===== src/rtl/alu_op_issuer.sv =====
// Command-side initiator for the 8-bit registered ALU.
// Queues operation requests, issues one at a time to the ALU, waits out its
// register latency, and returns an in-order tagged response. Commands the ALU
// cannot execute cleanly (unknown opcode, divide by zero) are answered with an
// error response and never reach the ALU.
module alu_op_issuer #(
    parameter int DEPTH   = 4,
    parameter int ALU_LAT = 1
) (
    input  logic        CLK,
    input  logic        Reset,
    input  logic        cmd_valid,
    output logic        cmd_ready,
    input  logic [7:0]  cmd_A,
    input  logic [7:0]  cmd_B,
    input  logic [3:0]  cmd_op,
    input  logic        cmd_cin,
    input  logic [3:0]  cmd_tag,
    output logic [7:0]  alu_A,
    output logic [7:0]  alu_B,
    output logic [3:0]  alu_op_code,
    output logic        alu_C_in,
    input  logic [15:0] alu_Result,
    input  logic        alu_C_out,
    input  logic        alu_Z_flag,
    output logic        rsp_valid,
    input  logic        rsp_ready,
    output logic [15:0] rsp_Result,
    output logic        rsp_C_out,
    output logic        rsp_Z_flag,
    output logic [3:0]  rsp_tag,
    output logic        rsp_err,
    output logic        busy
);

    localparam int AW = $clog2(DEPTH);
    // Wait counter must hold ALU_LAT; keep at least one bit for ALU_LAT = 0.
    localparam int CW = (ALU_LAT < 1) ? 1 : $clog2(ALU_LAT + 1);
    localparam logic [AW:0] COUNT_ONE  = (AW + 1)'(1);
    localparam logic [AW:0] COUNT_FULL = (AW + 1)'(DEPTH);

    typedef struct packed {
        logic [7:0] a;
        logic [7:0] b;
        logic [3:0] op;
        logic       cin;
        logic [3:0] tag;
    } cmd_t;

    typedef enum logic [1:0] {
        S_IDLE = 2'd0,
        S_WAIT = 2'd1,
        S_RESP = 2'd2
    } state_t;

    cmd_t            fifo_mem [DEPTH];
    logic [AW-1:0]   wr_ptr_q;
    logic [AW-1:0]   rd_ptr_q;
    logic [AW:0]     count_q;
    logic [AW:0]     count_d;
    state_t          state_q;
    logic [CW-1:0]   wait_cnt_q;
    logic [3:0]      op_q;
    logic [3:0]      tag_q;

    cmd_t            cmd_in;
    cmd_t            head;
    logic            push;
    logic            pop;
    logic            head_illegal;

    assign cmd_in    = '{a: cmd_A, b: cmd_B, op: cmd_op, cin: cmd_cin, tag: cmd_tag};
    assign head      = fifo_mem[rd_ptr_q];
    // Ready is forced low while reset is held so nothing is lost mid-flush.
    assign cmd_ready = (count_q != COUNT_FULL) && !Reset;
    assign push      = cmd_valid && cmd_ready;
    // Pop only from IDLE; a freshly pushed entry is visible one edge later.
    assign pop       = (state_q == S_IDLE) && (count_q != '0);
    assign head_illegal = (head.op >= 4'd6) || ((head.op == 4'd3) && (head.b == 8'd0));
    assign busy      = (state_q != S_IDLE) || (count_q != '0);

    // Occupancy next-state from the push/pop pair.
    always_comb begin
        count_d = count_q;
        if (push && !pop) begin
            count_d = count_q + COUNT_ONE;
        end else if (!push && pop) begin
            count_d = count_q - COUNT_ONE;
        end
    end

    // Command storage; no reset needed since pointers define validity.
    always_ff @(posedge CLK) begin
        if (push) begin
            fifo_mem[wr_ptr_q] <= cmd_in;
        end
    end

    // FIFO pointers and occupancy; reset flushes the queue.
    always_ff @(posedge CLK or posedge Reset) begin
        if (Reset) begin
            wr_ptr_q <= '0;
            rd_ptr_q <= '0;
            count_q  <= '0;
        end else begin
            if (push) begin
                wr_ptr_q <= wr_ptr_q + AW'(1);
            end
            if (pop) begin
                rd_ptr_q <= rd_ptr_q + AW'(1);
            end
            count_q <= count_d;
        end
    end

    // Issue FSM: screen and issue the head command, wait out the ALU, hold the response.
    always_ff @(posedge CLK or posedge Reset) begin
        if (Reset) begin
            state_q     <= S_IDLE;
            wait_cnt_q  <= '0;
            op_q        <= '0;
            tag_q       <= '0;
            alu_A       <= '0;
            alu_B       <= '0;
            alu_op_code <= '0;
            alu_C_in    <= 1'b0;
            rsp_valid   <= 1'b0;
            rsp_Result  <= '0;
            rsp_C_out   <= 1'b0;
            rsp_Z_flag  <= 1'b1;
            rsp_tag     <= '0;
            rsp_err     <= 1'b0;
        end else begin
            case (state_q)
                S_IDLE: begin
                    if (pop) begin
                        if (head_illegal) begin
                            // Rejected: ALU operands are left untouched.
                            rsp_Result <= '0;
                            rsp_C_out  <= 1'b0;
                            rsp_Z_flag <= 1'b1;
                            rsp_err    <= 1'b1;
                            rsp_tag    <= head.tag;
                            rsp_valid  <= 1'b1;
                            state_q    <= S_RESP;
                        end else begin
                            alu_A       <= head.a;
                            alu_B       <= head.b;
                            alu_op_code <= head.op;
                            alu_C_in    <= head.cin;
                            op_q        <= head.op;
                            tag_q       <= head.tag;
                            wait_cnt_q  <= CW'(ALU_LAT);
                            state_q     <= S_WAIT;
                        end
                    end
                end
                S_WAIT: begin
                    if (wait_cnt_q == '0) begin
                        rsp_Result <= alu_Result;
                        rsp_Z_flag <= alu_Z_flag;
                        // Only add produces a meaningful carry; the ALU's C_out is stale otherwise.
                        rsp_C_out  <= (op_q == 4'd0) ? alu_C_out : 1'b0;
                        rsp_err    <= 1'b0;
                        rsp_tag    <= tag_q;
                        rsp_valid  <= 1'b1;
                        state_q    <= S_RESP;
                    end else begin
                        wait_cnt_q <= wait_cnt_q - CW'(1);
                    end
                end
                S_RESP: begin
                    if (rsp_ready) begin
                        rsp_valid <= 1'b0;
                        state_q   <= S_IDLE;
                    end
                end
                default: begin
                    state_q <= S_IDLE;
                end
            endcase
        end
    end

endmodule


===== config.mk =====
export PLATFORM = sky130hd
export DESIGN_NAME = alu_op_issuer
export DESIGN_NICKNAME = d
export VERILOG_FILES = /design/src/rtl/alu_op_issuer.sv
export SDC_FILE = /design/constraint.sdc
export NUM_CORES = 1
export LEC_CHECK = 0
export BUFFER_PORTS_ARGS = -buffer_cell sky130_fd_sc_hd__clkbuf_2
export CAP_MARGIN = 20
export CORE_MARGIN = 4
export CORE_UTILIZATION = 50
export DETAILED_ROUTE_END_ITERATION = 16
export GPL_TIMING_DRIVEN = 0
export PLACE_DENSITY = 0.68
export SETUP_SLACK_MARGIN = 0.05
export SYNTH_ARGS = -nofsm -noshare
export SYNTH_HDL_FRONTEND = slang
export SYNTH_SLANG_ARGS = --single-unit

===== constraint.sdc =====
create_clock -name CLK -period 2.55 [get_ports CLK]
set_input_delay 0.51 -clock CLK [delete_from_list [all_inputs] [get_ports CLK]]
set_output_delay 0.51 -clock CLK [all_outputs]
set_load 0.03 [all_outputs]

# == Yosys cells after proc, flatten, opt, wreduce, memory -nomap -nowiden ==
# Memories as Yosys holds them, arrays and structs flattened.
# Index checks and enable logic that the tools add are counted.
# word_totals
reg_bits,59
latch_bits,0
mem_bits_rw,100
romBits,0
output_inout_bits,47
mem_count,1
# memory_table
memory,depth,width,read_ports,rd_ports_with_merged_regs,write_ports,line,source
fifo_mem,4,25,1,0,1,56,cmd_t fifo_mem [DEPTH];
# classes
n_addsub,5
mul,0
div,0
n_lt_le_gt_ge,1
eq_ne,9
n_shift,0
mux,35
bitwise_logic,1
reduce_logical,24
# op_table
cell,count
$mux 16,3
$pmux 16 s2,1
$mux 1,15
$mux 4,3
$ne 2x2->1 const B,5
$reduce_and 3->1,3
$logic_not 8->1,1
$mux 2,4
$pmux 1 s2,4
$pmux 4 s2,1
$logic_and 1x1->1,6
$mux 3,2
$pmux 2 s3,1
$reduce_bool 2->1,3
$reduce_bool 3->1,2
$reduce_and 5->1,1
$add 2x1->2 const B,2
$eq 4x2->1 const B,1
$ge 4x3->1 const B,1
$logic_not 4->1,1
$reduce_and 4->1,1
$add 3x1->3 const B,1
$logic_not 1->1,3
$ne 3x3->1 const B,1
8 further kinds,9

# == Depth between registers and ports, before layout ==
# logic_depth
word_depth,7
ltp_mapped,9
depth_no_buf,9

# == Worst setup path before layout ==
# OpenSTA, ideal clock, no wires.
# synth_timing
path_type,input -> register
from,input port Reset
to,register count_q[2]
arrival_time_ns,2.412
required_time_ns,2.471
slack_ns,0.059
stages,8
path_cell_list,a21oi_1 > and2_0 > ha_1 > inv_1 > fa_1 > xor2_1 > nor2_1 > xor2_1
# synth_via
elab_chain_len,6
word_cells_on_any_way,8
# synth_rtl
element,line,source
"start, declared",11,"input logic Reset,"
$logic_not 1->1 (no source line) *,--,
$logic_and 1x1->1 *,75,assign cmd_ready = (count_q != COUNT_FULL) && !Reset;
$logic_and 1x1->1 *,76,assign push = cmd_valid && cmd_ready;
net push,68,logic push;
$logic_not 1->1,87,end else if (!push && pop) begin
$logic_and 1x1->1,87,
$reduce_bool 2->1 (no source line),--,
"end signal, assigned",112,count_q <= count_d;
"end, declared",59,logic [AW:0] count_q;
# Mark *: on every way through the listed nets, which the timed path passes. The rest lies on a longest branch.
# A chain may end at the register's enable or synchronous reset.

# == Worst setup path in the final report ==
# layout_timing
from,register rd_ptr_q[0]
to,register rsp_Result[15]
# layout_via
elab_chain_len,6
word_cells_on_any_way,8
# layout_rtl
element,line,source
"start, declared",58,logic [AW-1:0] rd_ptr_q;
"start signal, assigned",110,rd_ptr_q <= rd_ptr_q + AW'(1);
$mem_v2 4x25 *,--,
branches (longest 2 deep; another with $ge 4x3->1),--,
$logic_or 1x1->1 *,79,assign head_illegal = (head.op >= 4'd6) || ((head.op == 4'd3) && (head.b == 8'd0));
$ne 2x2->1 (no source line) *,--,
$reduce_and 4->1 (no source line) *,--,
"end signal, assigned",160,rsp_Result <= alu_Result;
"end, declared",28,"output logic [15:0] rsp_Result,"
# Every way passes the cells marked *.

==> metrics <==
failing checks setup timing; cell at the slowest stage of the critical path mux4_2; Hold WC Path Type input port to async pin; detailed placement HPWL 7880 um; fin crit period 2.56 ns; Final Hold Fails 0; Critical Path Sink Type flop; Rows 40; Max FO, Critical Path 10; Final setup viols 6; crit-path cells buf_12, buf_16, mux4_2, nor4_4, nand3_2, a21o_1, buf_6, buf_6, a22o_1; arrival time at the worst endpoint 2.86 ns; post-synthesis net count 375; Area growth, synth to finish 27.7%; Worst-path clk slew 0.06 ns; Final WS setup -0.0126 ns; status complete, but fails checks; Routed Antenna Nets 0; drt first pass iters 5; Buf+Inv Stages, Crit Path 4; flop-to-flop setup slack -0.01 ns; max-slew violations 0; register area 0.00448 mm^2; critical path launch point type flop; n_diodes 0; worst skew pair latency 0.42 ns; Worst slew margin 51.5%; final WL 12100 um; I/O pin total 94; clock tree buffer depth 2; Synth area leader edfxtp_1; f_max 390 MHz; filler cell count 832; CTS sink cnt 159; P per Cell Area 1330 mW/mm^2; total number of vias 3324; Area after DPL 0.00688 mm^2; Routed wire per std cell 19.7 um; drt drc 0; number of flops mapped to enable cells by yosys 100; Final Instance Area 0.00786 mm^2; hold_ws 0.120 ns; most frequent cells in the layout edfxtp_1, clkbuf_2, dfrtp_1; gpl congestion 0.703; layout cells sized above 1 43.9%; 1st-iter DRT viols 195; Placed Cells 567; Root Buffer clkbuf_16; core area 0.0120 mm^2; number of max-cap violations 0; maximum vdd drop 0.562 mV; number of global-route vias before repair 3393; commonest non-fill, non-tap cell in the layout edfxtp_1; family with the most delay on the worst path multiplexers; final core utilization 65.4%; Post-Layout Cell Count 614; Starting Density 51.2%; Yosys Warn Count 0; synthesized cell area 0.00615 mm^2; area share of the largest cell type after synthesis 48.8%; post-synthesis register bit count 159; H-tree depth 4; area occupied by multi-input gates 0.00162 mm^2; Reg2Reg Launch Point rd_ptr_q[0]$_DFFE_PP0P_; setup TNS -0.0389 ns; Worst EP required 2.85 ns; Inserted Clock Buffers 17; cell count after synthesis 322; hold_buf cts 0; Mean Syn Cell Area 19.1 um^2; top cells by area, synth edfxtp_1, dfrtp_1, mux4_2, mux4_1, mux2_2; number of distinct library cells after synthesis 39; prevailing post-synth register cell edfxtp_1; largest net degree at the start of global routing 42; clk_skew 0.00880 ns; CP most frequent cell buf_6; fin nets 507; fin crit share 100%; crit path from rd_ptr_q[0]$_DFFE_PP0P_; Die H 119 um; critical setup path kind flop to flop; first-pass GRT wire length 19000 um; asr flop ratio synth 37.1%; initial antenna violation count 0; slew at the pin with the worst max-slew slack 0.727 ns; Die Area 0.0141 mm^2; total track usage 18.0%; RSZ-0062 raised after global routing yes; sequential area share after synthesis 72.8%; Die Width 119 um; total gr overflow 0; vias per std cell 5.41; slowest stage delay, CP 0.56 ns; CTS tree built; Port Buffers 93; Lkg Pwr 3.31 nW
[final timing paths]
kind,endpoint,cells past startpoint
worst max-delay path,rsp_Result[15]$_DFFE_PP0P_,9
worst min-delay path,wr_ptr_q[1]$_DFFE_PP0P_,2
worst max register to register,rsp_Result[15]$_DFFE_PP0P_,9
worst min register to register,rsp_Z_flag$_DFFE_PP1P_,2
max in group asynchronous,rsp_Z_flag$_DFFE_PP1P_,3
min in group CLK,fifo_mem[2][20]$_DFFE_PP_,1
[report_power, final]
part           internal [mW]  total [mW]  switching [mW]
logic                   1.78        3.83            2.04
registers               3.35        3.68           0.329
clock network           1.99        2.95           0.963
total                   7.13        10.5            3.33
[synthesized netlist by cell type, types with 2 or more instances]
cell type / instances
edfxtp_1: 100
dfrtp_1: 58
a22o_1: 25
mux2_2: 20
nand2_1: 18
mux4_2: 13
mux4_1: 11
inv_1: 8
nor2_1: 7
a21oi_1: 5
buf_6: 5
ha_1: 5
and3_1: 4
xnor2_1: 4
a21o_1: 3
buf_2: 3
nor3_1: 3
o21ai_0: 3
clkbuf_1: 2
mux2i_1: 2
nand2b_1: 2
nand3b_1: 2
nor4_1: 2
xor2_1: 2
[area by class of cell]
class	instances	share of cell area, %
Multi-Input combinational cell	143	20.6
Timing Repair Buffer	114	9.30
Clock buffer	22	5.91
Inverter	8	0.382
Buffer	11	1.48
Tap cell	147	2.34
Clock inverter	10	2.96
Sequential cell	159	57.1
[cells by family (layout without fill, tap and decap cells)]
logic type	after synthesis	count (layout)	share of synthesized area, %
XOR/XNOR	6	6	0.854
adder cells (fa/ha/maj)	6	6	1.34
AO/OA/AOI/OAI	37	37	4.72
multiplexers	46	46	13.4
flip-flops	159	159	72.8
AND/OR/NAND/NOR	48	48	4.64
buffers and inverters	20	165	2.16
[layer usage]
metal,track usage [%],up-vias,share of wire [%]
li1,-,1525,-
met2,29.0,106,50
met1,23.3,1676,43
met4,7.53,0,1.5
met5,0,-,0
met3,4.89,17,5.1
[flip-flops by register name, indices dropped and copies added, names as in the netlist]
signal,cells
alu_A,8
alu_B,8
alu_C_in,1
count_q,3
fifo_mem,100
op_q,4
rd_ptr_q,2
rsp_C_out,1
rsp_Result,16
rsp_Z_flag,1
rsp_err,1
rsp_tag,4
rsp_valid,1
state_q,2
tag_q,4
wait_cnt_q,1
wr_ptr_q,2
[stage by stage]
| stage | worst slack [ns] | power (mW) |
|---|---|---|
| 6_report | -0.0126 | 10.5 |
| 3_5_place_dp | -0.227 | 7.01 |
| 2_1_floorplan | 0.0589 | 6.08 |
| 5_1_grt | -0.0851 | 10.9 |
| 3_3_place_gp | -0.261 | 6.89 |
| 4_1_cts | -0.0299 | 10.3 |
[timing repair]
item	CTS	global route
endpoints found under the setup margin	51	44
buffers inserted	7	7
cloned	1	1
gates resized for setup	23	17
pin swaps	8	7
(Power assumes the default switching activity.)
